$ cat src/rtl/spi_request_arbiter_if.sv
// Bundle between the two SPI requesters, the arbiter and the SPI peripheral.
//   req0_i/req1_i    : request levels from requester 0 / 1
//   cfg0_i/cfg1_i    : control-register words (bit 0 = send)
//   gnt0_o/gnt1_o    : requester currently owns the peripheral
//   done0_o/done1_o  : one-cycle completion pulse per requester
//   err_o            : one-cycle pulse, transaction ended by timeout
//   reg_sel_o, wr_o, data_o : peripheral register write port
//   ctrl_rd_i        : control-register readback, bit 0 = send/busy
// slave  = arbiter side, master = requester/peripheral side.
interface spi_request_arbiter_if #(
  parameter int SW = 16
);
  logic          req0_i, req1_i;
  logic [SW-2:0] cfg0_i, cfg1_i;
  logic          gnt0_o, gnt1_o;
  logic          done0_o, done1_o;
  logic          err_o;
  logic          reg_sel_o;
  logic          wr_o;
  logic [SW-2:0] data_o;
  logic [31:0]   ctrl_rd_i;

  modport slave (
    input  req0_i, req1_i, cfg0_i, cfg1_i, ctrl_rd_i,
    output gnt0_o, gnt1_o, done0_o, done1_o, err_o, reg_sel_o, wr_o, data_o
  );

  modport master (
    output req0_i, req1_i, cfg0_i, cfg1_i, ctrl_rd_i,
    input  gnt0_o, gnt1_o, done0_o, done1_o, err_o, reg_sel_o, wr_o, data_o
  );
endinterface

$ cat src/rtl/spi_request_arbiter.sv
// Two-requester round-robin arbiter in front of a single SPI peripheral.
// The winner's cfg word is written to the control register with the send
// bit forced, then the arbiter waits for send to rise and fall again (or a
// timeout) before pulsing done (and err on timeout) to the owner.
//   clk : system clock, rising edge
//   rst : asynchronous reset, active low
//   bus : spi_request_arbiter_if.slave (requests, grants, peripheral port)
module spi_request_arbiter #(
  parameter int SW      = 16,
  parameter int TIMEOUT = 255
) (
  input  logic                 clk,
  input  logic                 rst,
  spi_request_arbiter_if.slave bus
);
  localparam int CW = $clog2(TIMEOUT + 1);

  typedef enum logic [2:0] {IDLE, WRITE, WAIT_SET, WAIT_CLR, RELEASE} state_t;

  state_t        r_state;
  logic          r_owner;   // 0 = requester 0, 1 = requester 1
  logic          r_last;    // owner served last; reset to 1 so requester 0 wins first
  logic [SW-2:0] r_data;
  logic [CW-1:0] r_cnt;
  logic          r_gnt0, r_gnt1, r_done0, r_done1, r_err, r_wr;

  logic w_pick, w_busy, w_to, w_fin;
  logic w_unused_ctrl;

  // Contention goes to whoever was not served last; a lone request wins.
  assign w_pick = (bus.req0_i & bus.req1_i) ? ~r_last : bus.req1_i;
  assign w_busy = bus.ctrl_rd_i[0];
  // Counter is compared before its increment, so the wait lasts TIMEOUT cycles.
  assign w_to   = (r_cnt == CW'(TIMEOUT - 1));
  // Timeout has priority over the busy bit.
  assign w_fin  = w_to | ((r_state == WAIT_CLR) & ~w_busy);
  assign w_unused_ctrl = ^bus.ctrl_rd_i[31:1];

  always_ff @(posedge clk or negedge rst) begin
    if (!rst) begin
      r_state <= IDLE;
      r_owner <= 1'b0;
      r_last  <= 1'b1;
      r_data  <= '0;
      r_cnt   <= '0;
      r_gnt0  <= 1'b0;
      r_gnt1  <= 1'b0;
      r_done0 <= 1'b0;
      r_done1 <= 1'b0;
      r_err   <= 1'b0;
      r_wr    <= 1'b0;
    end else begin
      r_wr    <= 1'b0;
      r_done0 <= 1'b0;
      r_done1 <= 1'b0;
      r_err   <= 1'b0;
      case (r_state)
        IDLE: if (bus.req0_i | bus.req1_i) begin
          r_owner <= w_pick;
          r_data  <= w_pick ? {bus.cfg1_i[SW-2:1], 1'b1} : {bus.cfg0_i[SW-2:1], 1'b1};
          r_wr    <= 1'b1;
          r_gnt0  <= ~w_pick;
          r_gnt1  <= w_pick;
          r_state <= WRITE;
        end
        WRITE: begin
          r_cnt   <= '0;
          r_state <= WAIT_SET;
        end
        WAIT_SET, WAIT_CLR: begin
          r_cnt <= r_cnt + 1'b1;
          if (w_fin) begin
            r_gnt0  <= 1'b0;
            r_gnt1  <= 1'b0;
            r_done0 <= ~r_owner;
            r_done1 <= r_owner;
            r_err   <= w_to;
            r_state <= RELEASE;
          end else if ((r_state == WAIT_SET) && w_busy) begin
            r_state <= WAIT_CLR;
          end
        end
        RELEASE: begin
          r_last  <= r_owner;
          r_state <= IDLE;
        end
        default: r_state <= IDLE;
      endcase
    end
  end

  assign bus.gnt0_o    = r_gnt0;
  assign bus.gnt1_o    = r_gnt1;
  assign bus.done0_o   = r_done0;
  assign bus.done1_o   = r_done1;
  assign bus.err_o     = r_err;
  assign bus.wr_o      = r_wr;
  assign bus.reg_sel_o = 1'b0;
  assign bus.data_o    = r_data;
endmodule

$ cat src/flat_wrapper.sv
// flat-port wrapper written by rule: the top's interface ports become plain ports
module spi_request_arbiter_flat 
#(
  parameter int SW      = 16,
  parameter int TIMEOUT = 255
)
  (clk, rst, bus_req0_i, bus_req1_i, bus_cfg0_i, bus_cfg1_i, bus_ctrl_rd_i, bus_gnt0_o, bus_gnt1_o, bus_done0_o, bus_done1_o, bus_err_o, bus_reg_sel_o, bus_wr_o, bus_data_o);
  spi_request_arbiter_if #(.SW(SW)) bus_i ();
  input  logic clk;
  input  logic rst;
  input wire logic [$bits(bus_i.req0_i)-1:0] bus_req0_i;
  input wire logic [$bits(bus_i.req1_i)-1:0] bus_req1_i;
  input wire logic [$bits(bus_i.cfg0_i)-1:0] bus_cfg0_i;
  input wire logic [$bits(bus_i.cfg1_i)-1:0] bus_cfg1_i;
  input wire logic [$bits(bus_i.ctrl_rd_i)-1:0] bus_ctrl_rd_i;
  output wire logic [$bits(bus_i.gnt0_o)-1:0] bus_gnt0_o;
  output wire logic [$bits(bus_i.gnt1_o)-1:0] bus_gnt1_o;
  output wire logic [$bits(bus_i.done0_o)-1:0] bus_done0_o;
  output wire logic [$bits(bus_i.done1_o)-1:0] bus_done1_o;
  output wire logic [$bits(bus_i.err_o)-1:0] bus_err_o;
  output wire logic [$bits(bus_i.reg_sel_o)-1:0] bus_reg_sel_o;
  output wire logic [$bits(bus_i.wr_o)-1:0] bus_wr_o;
  output wire logic [$bits(bus_i.data_o)-1:0] bus_data_o;
  assign bus_i.req0_i = bus_req0_i;
  assign bus_i.req1_i = bus_req1_i;
  assign bus_i.cfg0_i = bus_cfg0_i;
  assign bus_i.cfg1_i = bus_cfg1_i;
  assign bus_i.ctrl_rd_i = bus_ctrl_rd_i;
  assign bus_gnt0_o = bus_i.gnt0_o;
  assign bus_gnt1_o = bus_i.gnt1_o;
  assign bus_done0_o = bus_i.done0_o;
  assign bus_done1_o = bus_i.done1_o;
  assign bus_err_o = bus_i.err_o;
  assign bus_reg_sel_o = bus_i.reg_sel_o;
  assign bus_wr_o = bus_i.wr_o;
  assign bus_data_o = bus_i.data_o;
  spi_request_arbiter #(.SW(SW), .TIMEOUT(TIMEOUT)) u_core (.clk(clk), .rst(rst), .bus(bus_i));
endmodule
$ cat config.mk
export PLATFORM = sky130hd
export DESIGN_NAME = spi_request_arbiter_flat
export DESIGN_NICKNAME = d
export VERILOG_FILES = /design/src/rtl/spi_request_arbiter_if.sv /design/src/rtl/spi_request_arbiter.sv /design/src/flat_wrapper.sv
export SDC_FILE = /design/constraint.sdc
export NUM_CORES = 1
export LEC_CHECK = 0
export BUFFER_PORTS_ARGS = -buffer_cell sky130_fd_sc_hd__buf_2
export CAP_MARGIN = 10
export CORE_MARGIN = 3
export CORE_UTILIZATION = 45
export DETAILED_ROUTE_END_ITERATION = 8
export PLACE_DENSITY = 0.81
export SETUP_SLACK_MARGIN = 0.1
export SYNTH_ARGS = -nofsm -noshare
export SYNTH_HDL_FRONTEND = slang
export SYNTH_SLANG_ARGS = --single-unit
$ cat constraint.sdc
create_clock -name clk -period 3.8 [get_ports clk]
set_clock_uncertainty 0.05 [all_clocks]
set_input_delay 0.19 -clock clk [delete_from_list [all_inputs] [get_ports clk]]
set_output_delay 0.19 -clock clk [all_outputs]
set_load 0.1 [all_outputs]
==> run metrics, run 1 <==
Final Cycle Share=0.4662; status=complete, no violations; Die W=66.70 um; CTS HTree Levels=2; post-synthesis area per instance=9.583 sq um; pins over their slew limit=0; fin cells=270; Final min period=1.771 ns; number of synthesized register bits=34; clock sinks=34; Longest Clk Path Bufs=2; Hold EP=u_core.bus.data_o[8]; CTS tree=done; largest net degree at the start of global routing=35; Clock power frac=0.129; Pint=0.8832 mW; register area share after synthesis=0.5140; # nets final=291; ys async rst share=1.000; crit-path max FO=15; final setup TNS=0 ns; Flop pwr share=0.298; min-delay src=bus_cfg1_i[8]; Synth cell types=36; RSZ-0062 raised after global routing=false; total track usage=0.1747; critical path endpoint category=flip-flop; Arr. time, crit path=roughly 1.9 ns; CTS root buffer=clkbuf_8; GPL Wtd Cong=0.7902; initial antenna violation count=0; Setup CP Type=reg2reg; Top Ports=88; Clk Latency, worst-skew pair=0.28 ns; Die H=approximately 67 um; core area=3442 sq um; IO Port Bufs=53; FMAX=564.5 MHz; final global-route overflow total=0; syn_nets=241; fraction of layout cells with a size suffix above 1=0.3214; R2R Setup Slk=2.03 ns; number of global-route vias before repair=roughly 1300; global-route wire length before repair=5.927 mm; DR WL/cell=about 13 um; Detail Route Antenna Nets=0; First-pass DRT Iterations=6; Post-CTS Setup Bufs=0; Required @ worst endpoint=3.95 ns; RR Endpoint=u_core.bus.gnt1_o; most frequent cells in the layout=53 x buf_2, 42 x nand2_1, 33 x dfrtp_1; cell total after placement=261; Area growth syn-to-layout=20.83%; Row Count=21; cts bufs inserted=5; Synth Instances=173; # resized after CTS=0; HPWL after detailed placement=2.559 mm; worst-margin pin slew=1.169 ns; Remaining DRCs=0; routed vias/inst=5.481; combinational share of power=0.573; Worst slew margin=0.2190; Sw Ratio=0.5762; Ant. Diodes=0; final wirelength=3.579 mm; Post-CTS Hold Buffers=1; yosys warns=0; detailed-route via count=1480; Finish-stage setup viols=0; worst hold slack=around 0.10 ns; Starting Density=0.4816; Worst-path clk slew=~0.070 ns; Worst R2R Start=u_core.r_last; Synth Flop Type=dfrtp_1; Leakage=0.9371 nW; R2R depth=3; Worst path max stage delay=0.91 ns; EDFF count, synth=0; MaxCap Viol Count=0; crit path launch=u_core.r_last; slowest CP cell=a21boi_1; final hold violation count=0; most common cell after layout, fill and taps aside=buf_2; PD cells=1040 nW/um^2; synthesized area=1658 sq um; CP cell instances=a21boi_1 -> nand2_1 -> a22oi_1; DIE AREA=4448 sq um; CP Launch Type=flip-flop; Net Switching=about 1.2 mW; Worst Hold Class=in2reg; DRT iter0 DRCs=122; Hold Path Cell Cnt=3; peak supply drop=0.5535 mV; fin util=0.5820
-- stage by stage --
step	power, mW	setup slack [ns]	cell area [sq um]
floorplan	1.656	2.354	1658
global placement	1.809	2.041	1902
detailed placement	1.824	2.044	1902
CTS	2.098	2.039	2003
global route	2.204	1.803	2003
finish	2.084	2.029	2003
-- sequential cells by signal, summed over array words and instances (netlist names) --
name	count
u_core.bus.data_o	15
u_core.r_cnt	8
u_core.bus.wr_o	1
u_core.r_last	1
u_core.r_state	3
u_core.bus.gnt1_o	1
u_core.r_owner	1
u_core.bus.gnt0_o	1
u_core.bus.err_o	1
u_core.bus.done1_o	1
u_core.bus.done0_o	1
-- logic make-up (layout without fill, tap and decap cells) --
logic type / after synthesis / after routing / synth area share
buf+inv: 12 / 63 / 0.04981
simple gates: 71 / 71 / 0.2158
xor+xnor: 1 / 1 / 0.005284
other cells: 1 / 1 / 0.002262
flops: 34 / 34 / 0.5140
compound gates: 50 / 50 / 0.1842
mux: 2 / 2 / 0.01358
fa+ha+maj: 2 / 2 / 0.01509
-- layout make-up --
type	instances	area, sq um
clock inverter	1	5.005
clock buffer	7	86.33
timing repair buffer	54	275.3
tap	46	57.56
sequential	34	852.1
multi-input combinational	127	723.2
inverter	1	3.754
fill	310	1439
-- per-layer routing --
metal  GRT usage  share of wire  wire length, um  vias up
met3     0.05059          0.066              237        2
met1      0.2242           0.43             1522      709
li1            -              -                -      713
met5           0              0                0        -
met4     0.05076         0.0039               14        0
met2      0.2847           0.50             1805       56
-- power by group through the flow --
stage	logic [mW]	registers (mW)	clock network (mW)
detailed placement	1.20	0.627	0
CTS	1.20	0.621	0.277
global route	1.27	0.642	0.294
global placement	1.19	0.622	0
finish	1.19	0.621	0.269
floorplan	0.395	1.26	0
-- critical path: cells and delay by family, from the launching register on --
family,cells,cell delay [ns]
flip-flops,1,0.38
AO/OA/AOI/OAI,2,1.09
AND/OR/NAND/NOR,1,0.17
-- cell usage after synthesis (2+ instances only) --
cell / n / area (sq um)
o21ai_0: 8 / 40.04
or4_1: 3 / 22.52
clkbuf_1: 3 / 11.26
ha_1: 2 / 25.02
nand2b_1: 2 / 12.51
buf_6: 4 / 45.04
mux2_2: 2 / 22.52
nand4_1: 2 / 12.51
nand2_1: 42 / 157.7
a31oi_1: 14 / 87.58
nand3_1: 7 / 35.03
o211ai_1: 7 / 52.55
nor3b_1: 2 / 15.01
or2_2: 2 / 12.51
nor2_1: 3 / 11.26
buf_2: 3 / 15.01
a21oi_1: 16 / 80.08
dfrtp_1: 33 / 825.8
-- worst max path at each step --
stage,slack (ns),cells past startpoint,to
after floorplan,2.35,5,u_core.bus.data_o[10]
after global placement,2.04,3,u_core.bus.gnt1_o
after detailed placement,2.04,3,u_core.bus.data_o[12]
after CTS,2.04,3,u_core.bus.data_o[7]
after global routing,1.80,3,u_core.bus.gnt1_o
final,2.03,3,u_core.bus.gnt1_o
(Power assumes the default switching activity.)
==> inputs of run 2 (changes only) <==
--- a/config.mk
+++ b/config.mk
@@ -5,12 +5,13 @@
 export SDC_FILE = /design/constraint.sdc
 export NUM_CORES = 1
 export LEC_CHECK = 0
+export ABC_AREA = 1
 export BUFFER_PORTS_ARGS = -buffer_cell sky130_fd_sc_hd__buf_2
 export CAP_MARGIN = 10
 export CORE_MARGIN = 3
-export CORE_UTILIZATION = 45
+export CORE_UTILIZATION = 44
 export DETAILED_ROUTE_END_ITERATION = 8
-export PLACE_DENSITY = 0.81
+export PLACE_DENSITY = 0.8
 export SETUP_SLACK_MARGIN = 0.1
 export SYNTH_ARGS = -nofsm -noshare
 export SYNTH_HDL_FRONTEND = slang
==> constraint.sdc (replaced) <==
create_clock -name clk -period 1.65 [get_ports clk]
set_clock_uncertainty 0.05 [all_clocks]
set_input_delay 0.0825 -clock clk [delete_from_list [all_inputs] [get_ports clk]]
set_output_delay 0.0825 -clock clk [all_outputs]
set_load 0.1 [all_outputs]
==> run 2 against run 1 <==
Against the previous run: synthesized cell count is 20% higher; cell area is 7.4% higher; total power rose by 130%; cell count up 20%; clock power is 130% higher; utilization increased by 4.3 points; first-iteration DRC count decreased by 33%; combinational power increased by 130%; fmax is 29% higher; flip-flop and latch count unchanged.
==> run metrics, run 2 <==
critical path endpoint category=flip-flop; Post-Place Cell Area=1911 sq um (+0.46%); Power Total=4.737 mW (+130%); Remaining DRCs=0 (unchanged); ys async rst share=1.000 (unchanged); detailed-route via count=1517 (+2.5%); DRT iter0 DRCs=82 (-33%); worst-margin pin slew=0.7268 ns (-0.4423 ns); final wirelength=3.831 mm (+7.0%); Final min period=1.378 ns (-0.3931 ns); peak supply drop=1.482 mV (+170%); final global-route overflow total=0 (unchanged); Synth area leaders=dfrtp_1 51%, nand2_1 14%, nor2_1 9.0%; worst hold slack=0.09126 ns (-0.01305 ns); CP Launch Type=flip-flop; Synth Flop Type=dfrtp_1; most common cell after layout, fill and taps aside=nand2_1; total track usage=0.1789 (+0.004197); Setup Slack @ Placement=0.2914 ns (-1.753 ns); Clk Latency, worst-skew pair=0.28 ns (about the same); Setup CP Type=reg2reg; fraction of layout cells with a size suffix above 1=0.2473 (-0.07412); Die W=66.92 um (+0.33%); GPL Wtd Cong=0.8165 (+3.3%); EDFF count, synth=0 (unchanged); final hold violation count=0 (unchanged); crit path launch=u_core.r_state[0]; Leakage=1.184 nW (+26%); Worst slew margin=0.5155 (+0.2965); HPWL after detailed placement=2.591 mm (+1.3%); fill cell instance count of the final layout=290 (-6.5%); register area=852.1 sq um (unchanged); Arr. time, crit path=1.49 ns (-0.43 ns); cts bufs inserted=5 (unchanged); final setup TNS=0 ns (unchanged); pins over their slew limit=0 (unchanged); Largest register FFs=15 (unchanged); initial antenna violation count=0 (unchanged); worst setup margin=0.2717 ns (-1.757 ns); crit-path max FO=30 (+15); met1 wire length=1.561 mm (+2.6%); cell total after placement=302 (+16%); PD cells=2202 nW/um^2 (+110%); number of global-route vias before repair=1382 (+2.8%); syn_nets=276 (+15%); most numerous cell in the Yosys netlist=nand2_1; Top Ports=88 (unchanged); Detail Route Antenna Nets=0 (unchanged); WL met2=2.046 mm (+13%); Post-CTS Hold Buffers=15 (+14); Starting Density=0.4744 (-0.007270); DR WL/cell=11.79 um (-11%); register area share after synthesis=0.5218 (+0.007877); yosys warns=0 (unchanged); CTS tree=done; Area growth syn-to-layout=31.72%; # resized after CTS=0 (unchanged); IO Port Bufs=53 (unchanged); global-route wire length before repair=5.927 mm (unchanged); synthesized area=1633 sq um (-1.5%); Synth Instances=208 (+20%); Synth cell types=22 (-39%); Required @ worst endpoint=1.76 ns (-2.19 ns); most frequent cells in the layout=62 x nand2_1, 53 x buf_2, 39 x nor2_1; Post-synth top cells=62 x nand2_1, 39 x nor2_1, 33 x dfrtp_1; max layer used=met4; routed vias/inst=4.668 (-15%); MaxCap Viol Count=0 (unchanged); top-area cell type share of the netlist area=0.5057 (+0.007634); core area=3442 sq um (unchanged); post-synthesis area per instance=7.850 sq um (-18%); multi-input logic area=664.4 sq um (-8.1%); Worst-path clk slew=0.07 ns (about the same); DIE AREA=4478 sq um (+0.66%); clock sinks=34 (unchanged); FMAX=725.5 MHz (+29%); post-synth top area cell=dfrtp_1; status=complete, no violations; Worst Hold Class=in2reg; largest net degree at the start of global routing=35 (unchanged); Row Count=21 (unchanged); number of synthesized register bits=34 (unchanged); # nets final=346 (+19%); Die H=66.92 um (+0.33%); Design Area, Final=2151 sq um (+7.4%); CTS root buffer=clkbuf_8; Worst R2R Start=u_core.r_state[0]; CTS HTree Levels=2 (unchanged); First-pass DRT Iterations=4 (-2); fin util=0.6249 (+0.04289); fin cells=325 (+20%); met3 WL=172 um (-27%); Ant. Diodes=0 (unchanged); min-delay src=bus_cfg0_i[12]; Longest Clk Path Bufs=2 (unchanged); Final Cycle Share=0.8353 (+0.3692); Finish-stage setup viols=0 (unchanged); RSZ-0062 raised after global routing=false; Post-CTS Setup Bufs=0 (unchanged)
==> run 2: kinds of logic (layout without fill, tap and decap cells) <==
group | count (synthesis) | after routing | share of synthesized area
AND/OR/NAND/NOR | 116 | 116 | 0.2889
flip-flops | 34 | 34 | 0.5218
AO/OA/AOI/OAI | 32 | 32 | 0.1004
buffers and inverters | 23 | 94 | 0.07126
adder cells (fa/ha/maj) | 2 | 2 | 0.01532
other | 1 | 1 | 0.002297
==> run 2: worst paths after layout <==
kind                                              end  slack (ns)  cells past startpoint
worst min-delay path            u_core.bus.data_o[12]        0.09                      5
worst max register to register   u_core.bus.data_o[0]        0.27                      6
min in group asynchronous       u_core.bus.data_o[14]        0.34                      2
worst min register to register     u_core.bus.done0_o        0.38                      1
worst max-delay path             u_core.bus.data_o[0]        0.27                      6
max in group asynchronous             u_core.r_cnt[0]        0.74                      2
==> run 2: worst max-delay path, cell delays in order (launching register included) <==
cell and delay (ns):
dfrtp_1 0.40, inv_2 0.06, nand2_2 0.09, nor2_4 0.05, nand2_4 0.24, inv_1 0.14
or2_1 0.23
==> run 2: metal layers <==
| metal | vias to the layer above | GRT usage |
|---|---|---|
| met5 | - | 0 |
| met4 | 0 | 0.08608 |
| met3 | 5 | 0.05059 |
| met2 | 44 | 0.3069 |
| met1 | 679 | 0.2026 |
| li1 | 789 | - |
==> run 2: where the power goes <==
| group | switching (mW) | internal, mW | total, mW |
|---|---|---|---|
| combinational | 2.29 | 0.502 | 2.79 |
| sequential | 0.173 | 1.15 | 1.32 |
| clock | 0.280 | 0.340 | 0.620 |
| total | 2.74 | 1.99 | 4.74 |
==> run 2: layout make-up <==
type,count,area share
multi-input combinational,151,0.3089
sequential,34,0.3962
clock buffer,8,0.04188
timing repair buffer,69,0.1966
tap,46,0.02676
inverter,17,0.02967
==> inputs of run 3 (changes only) <==
==> constraint.sdc (replaced) <==
create_clock -name clk -period 1.4 [get_ports clk]
set_clock_uncertainty 0.05 [all_clocks]
set_input_delay 0.07 -clock clk [delete_from_list [all_inputs] [get_ports clk]]
set_output_delay 0.07 -clock clk [all_outputs]
set_load 0.1 [all_outputs]
==> run 3 against run 2 <==
Against the previous run: utilization increased by 8.3 points; die area unchanged; worst hold slack lost 0.023 ns; non-clock buffer count is 13 higher; cell area is 13% higher; combinational power grew 42%; fmax up 2.6%; count of clock-buffer cells in the layout is 1 lower; global-route usage down 0.38 points; critical path depth increased by 2; sequential power is 19% higher.
==> run metrics, run 3 (synthesized netlist as in run 2, its figures left out) <==
Die W=66.92 um (unchanged); DIE AREA=4478 sq um (unchanged); # nets final=359 (+3.8%); Flop pwr share=0.245 (-0.034); largest net degree at the start of global routing=35 (unchanged); most common cell after layout, fill and taps aside=nand2_1; Hold Path Cell Cnt=5 (unchanged); pins over their slew limit=0 (unchanged); detailed-route via count=1662 (+9.6%); multi-input logic area=784.5 sq um (+18%); CTS tree=done; Clk Latency, worst-skew pair=0.28 ns (about the same); Final min period=1.344 ns (-0.03455 ns); CP Launch Type=flip-flop; initial antenna violation count=0 (unchanged); Required @ worst endpoint=1.57 ns (-0.19 ns); peak supply drop=2.495 mV (+68%); cell total after placement=305 (+0.99%); final global-route overflow total=0 (unchanged); combinational share of power=0.619 (+0.029); Arr. time, crit path=1.52 ns (+0.03 ns); global-route wire length before repair=5.940 mm (+0.22%); Ant. Diodes=0 (unchanged); worst setup margin=0.05622 ns (-0.2155 ns); number of global-route vias before repair=1458 (+5.5%); clock sinks=34 (unchanged); FMAX=744.2 MHz (+2.6%); fraction of layout cells with a size suffix above 1=0.3836 (+0.1362); total track usage=0.1751 (-0.003840); DRT iter0 DRCs=155 (+89%); routed vias/inst=4.917 (+5.3%); core area=3442 sq um (unchanged); crit-path max FO=7 (-77%); Die H=66.92 um (unchanged); Net Switching=3.534 mW (+29%); PD cells=2636 nW/um^2 (+20%); Worst R2R Start=u_core.r_state[0]; critical path endpoint category=flip-flop; GPL Wtd Cong=0.8198 (+0.40%); Design Area, Final=2435 sq um (+13%); DR WL/cell=13.35 um (+13%); Hold EP=u_core.bus.data_o[14]; Worst Hold Class=in2reg; cts bufs inserted=5 (unchanged); Starting Density=0.4744 (unchanged); Row Count=21 (unchanged); Worst-path clk slew=0.07 ns (about the same); most frequent cells in the layout=59 x nand2_1, 53 x buf_2, 33 x dfrtp_1; min-delay src=bus_cfg0_i[14]; Sw Ratio=0.5505 (-0.02902); Longest Clk Path Bufs=2 (unchanged); HPWL after detailed placement=2.546 mm (-1.7%); First-pass DRT Iterations=6 (+2); Remaining DRCs=0 (unchanged); CTS root buffer=clkbuf_8; Final Cycle Share=0.9598 (+0.1245); Detail Route Antenna Nets=0 (unchanged); Finish-stage setup viols=0 (unchanged); Leakage=1.285 nW (+8.4%); Setup Slack @ Placement=0.03225 ns (-0.2591 ns); R2R Setup Slk=0.06 ns (-0.22 ns); fill cell instance count of the final layout=230 (-21%); Post-Place Cell Area=1946 sq um (+1.8%); Top Ports=88 (unchanged); CTS HTree Levels=2 (unchanged); Clock power frac=0.136 (+0.005); Largest register FFs=15 (unchanged); fin util=0.7074 (+0.08252); R2R depth=8 (+2); Pint=2.886 mW (+45%); status=complete, no violations; MaxCap Viol Count=0 (unchanged); Area growth syn-to-layout=49.12%; final setup TNS=0 ns (unchanged); Setup CP Type=reg2reg; register area=852.1 sq um (unchanged); IO Port Bufs=53 (unchanged); RR Endpoint=u_core.bus.data_o[13]; final hold violation count=0 (unchanged); fin cells=338 (+4.0%); final wirelength=4.511 mm (+18%); RSZ-0062 raised after global routing=true
==> run 3: cell types whose count changed in the layout (fill, tap and decap cells not counted), moves of 3 or more <==
cell,previous run,this run
o21ai_0,14,9
nor2_1,39,17
nand2_1,62,59
nor2_4,1,8
buf_4,1,11
nor2_2,0,15
o21ai_1,9,13
==> run 3: final cells by class <==
| cell class | count | share of cell area |
|---|---|---|
| Clock buffer | 7 | 0.03135 |
| Clock inverter | 1 | 0.01233 |
| Inverter | 17 | 0.02724 |
| Multi-Input combinational cell | 151 | 0.3222 |
| Sequential cell | 34 | 0.3499 |
| Tap cell | 46 | 0.02364 |
| Timing Repair Buffer | 82 | 0.2333 |
==> run 3: worst max-delay path, stage by stage, from the launching register on <==
cell and delay, ns:
dfrtp_1 0.42, inv_2 0.10, nand2_4 0.06, nor2_4 0.14
nand2_4 0.10, clkbuf_16 0.18, nor2_2 0.08, o21ai_1 0.08
nand2_1 0.08
==> run 3: routing by layer <==
metal / track usage / wire (um)
met5: 0 / 0
met4: 0.08101 / 63
met3: 0.04890 / 301
met2: 0.3045 / 2397
met1: 0.1966 / 1749
==> run 3: stage by stage <==
step	hold slack [ns]	power (mW)
floorplan	-0.2756	4.342
global placement	0.06469	4.872
detailed placement	0.06813	4.928
CTS	0.06249	5.916
global route	0.07347	6.768
finish	0.06799	6.419
==> run 3: repair_timing <==
action | CTS | global route
resized for setup | 5 | 41
pin swaps | 2 | 8
endpoints found under the hold margin | 47 | 0
setup buffers | 2 | 6
cloned | 0 | 2
hold buffers | 15 | 0
endpoints found under the setup margin | 6 | 26
==> run 3: power by group through the flow <==
stage | Sequential (mW) | Clock [mW] | Combinational (mW)
after CTS | 1.57 | 0.892 | 3.45
final | 1.57 | 0.875 | 3.97
after floorplan | 3.30 | 0 | 1.04
after global routing | 1.61 | 0.935 | 4.22
after global placement | 1.56 | 0 | 3.31
after detailed placement | 1.58 | 0 | 3.35
==> run 3: worst max path at each step <==
stage	start	endpoint	slack, ns
final	u_core.r_state[0]	u_core.bus.data_o[13]	0.06
after detailed placement	u_core.r_cnt[0]	u_core.bus.done0_o	0.03
after global placement	u_core.r_cnt[0]	u_core.bus.done0_o	0.06
after floorplan	u_core.r_last	u_core.bus.data_o[10]	0.11
after CTS	u_core.r_cnt[0]	u_core.r_state[0]	0.10
after global routing	u_core.r_cnt[0]	u_core.r_cnt[6]	-0.04
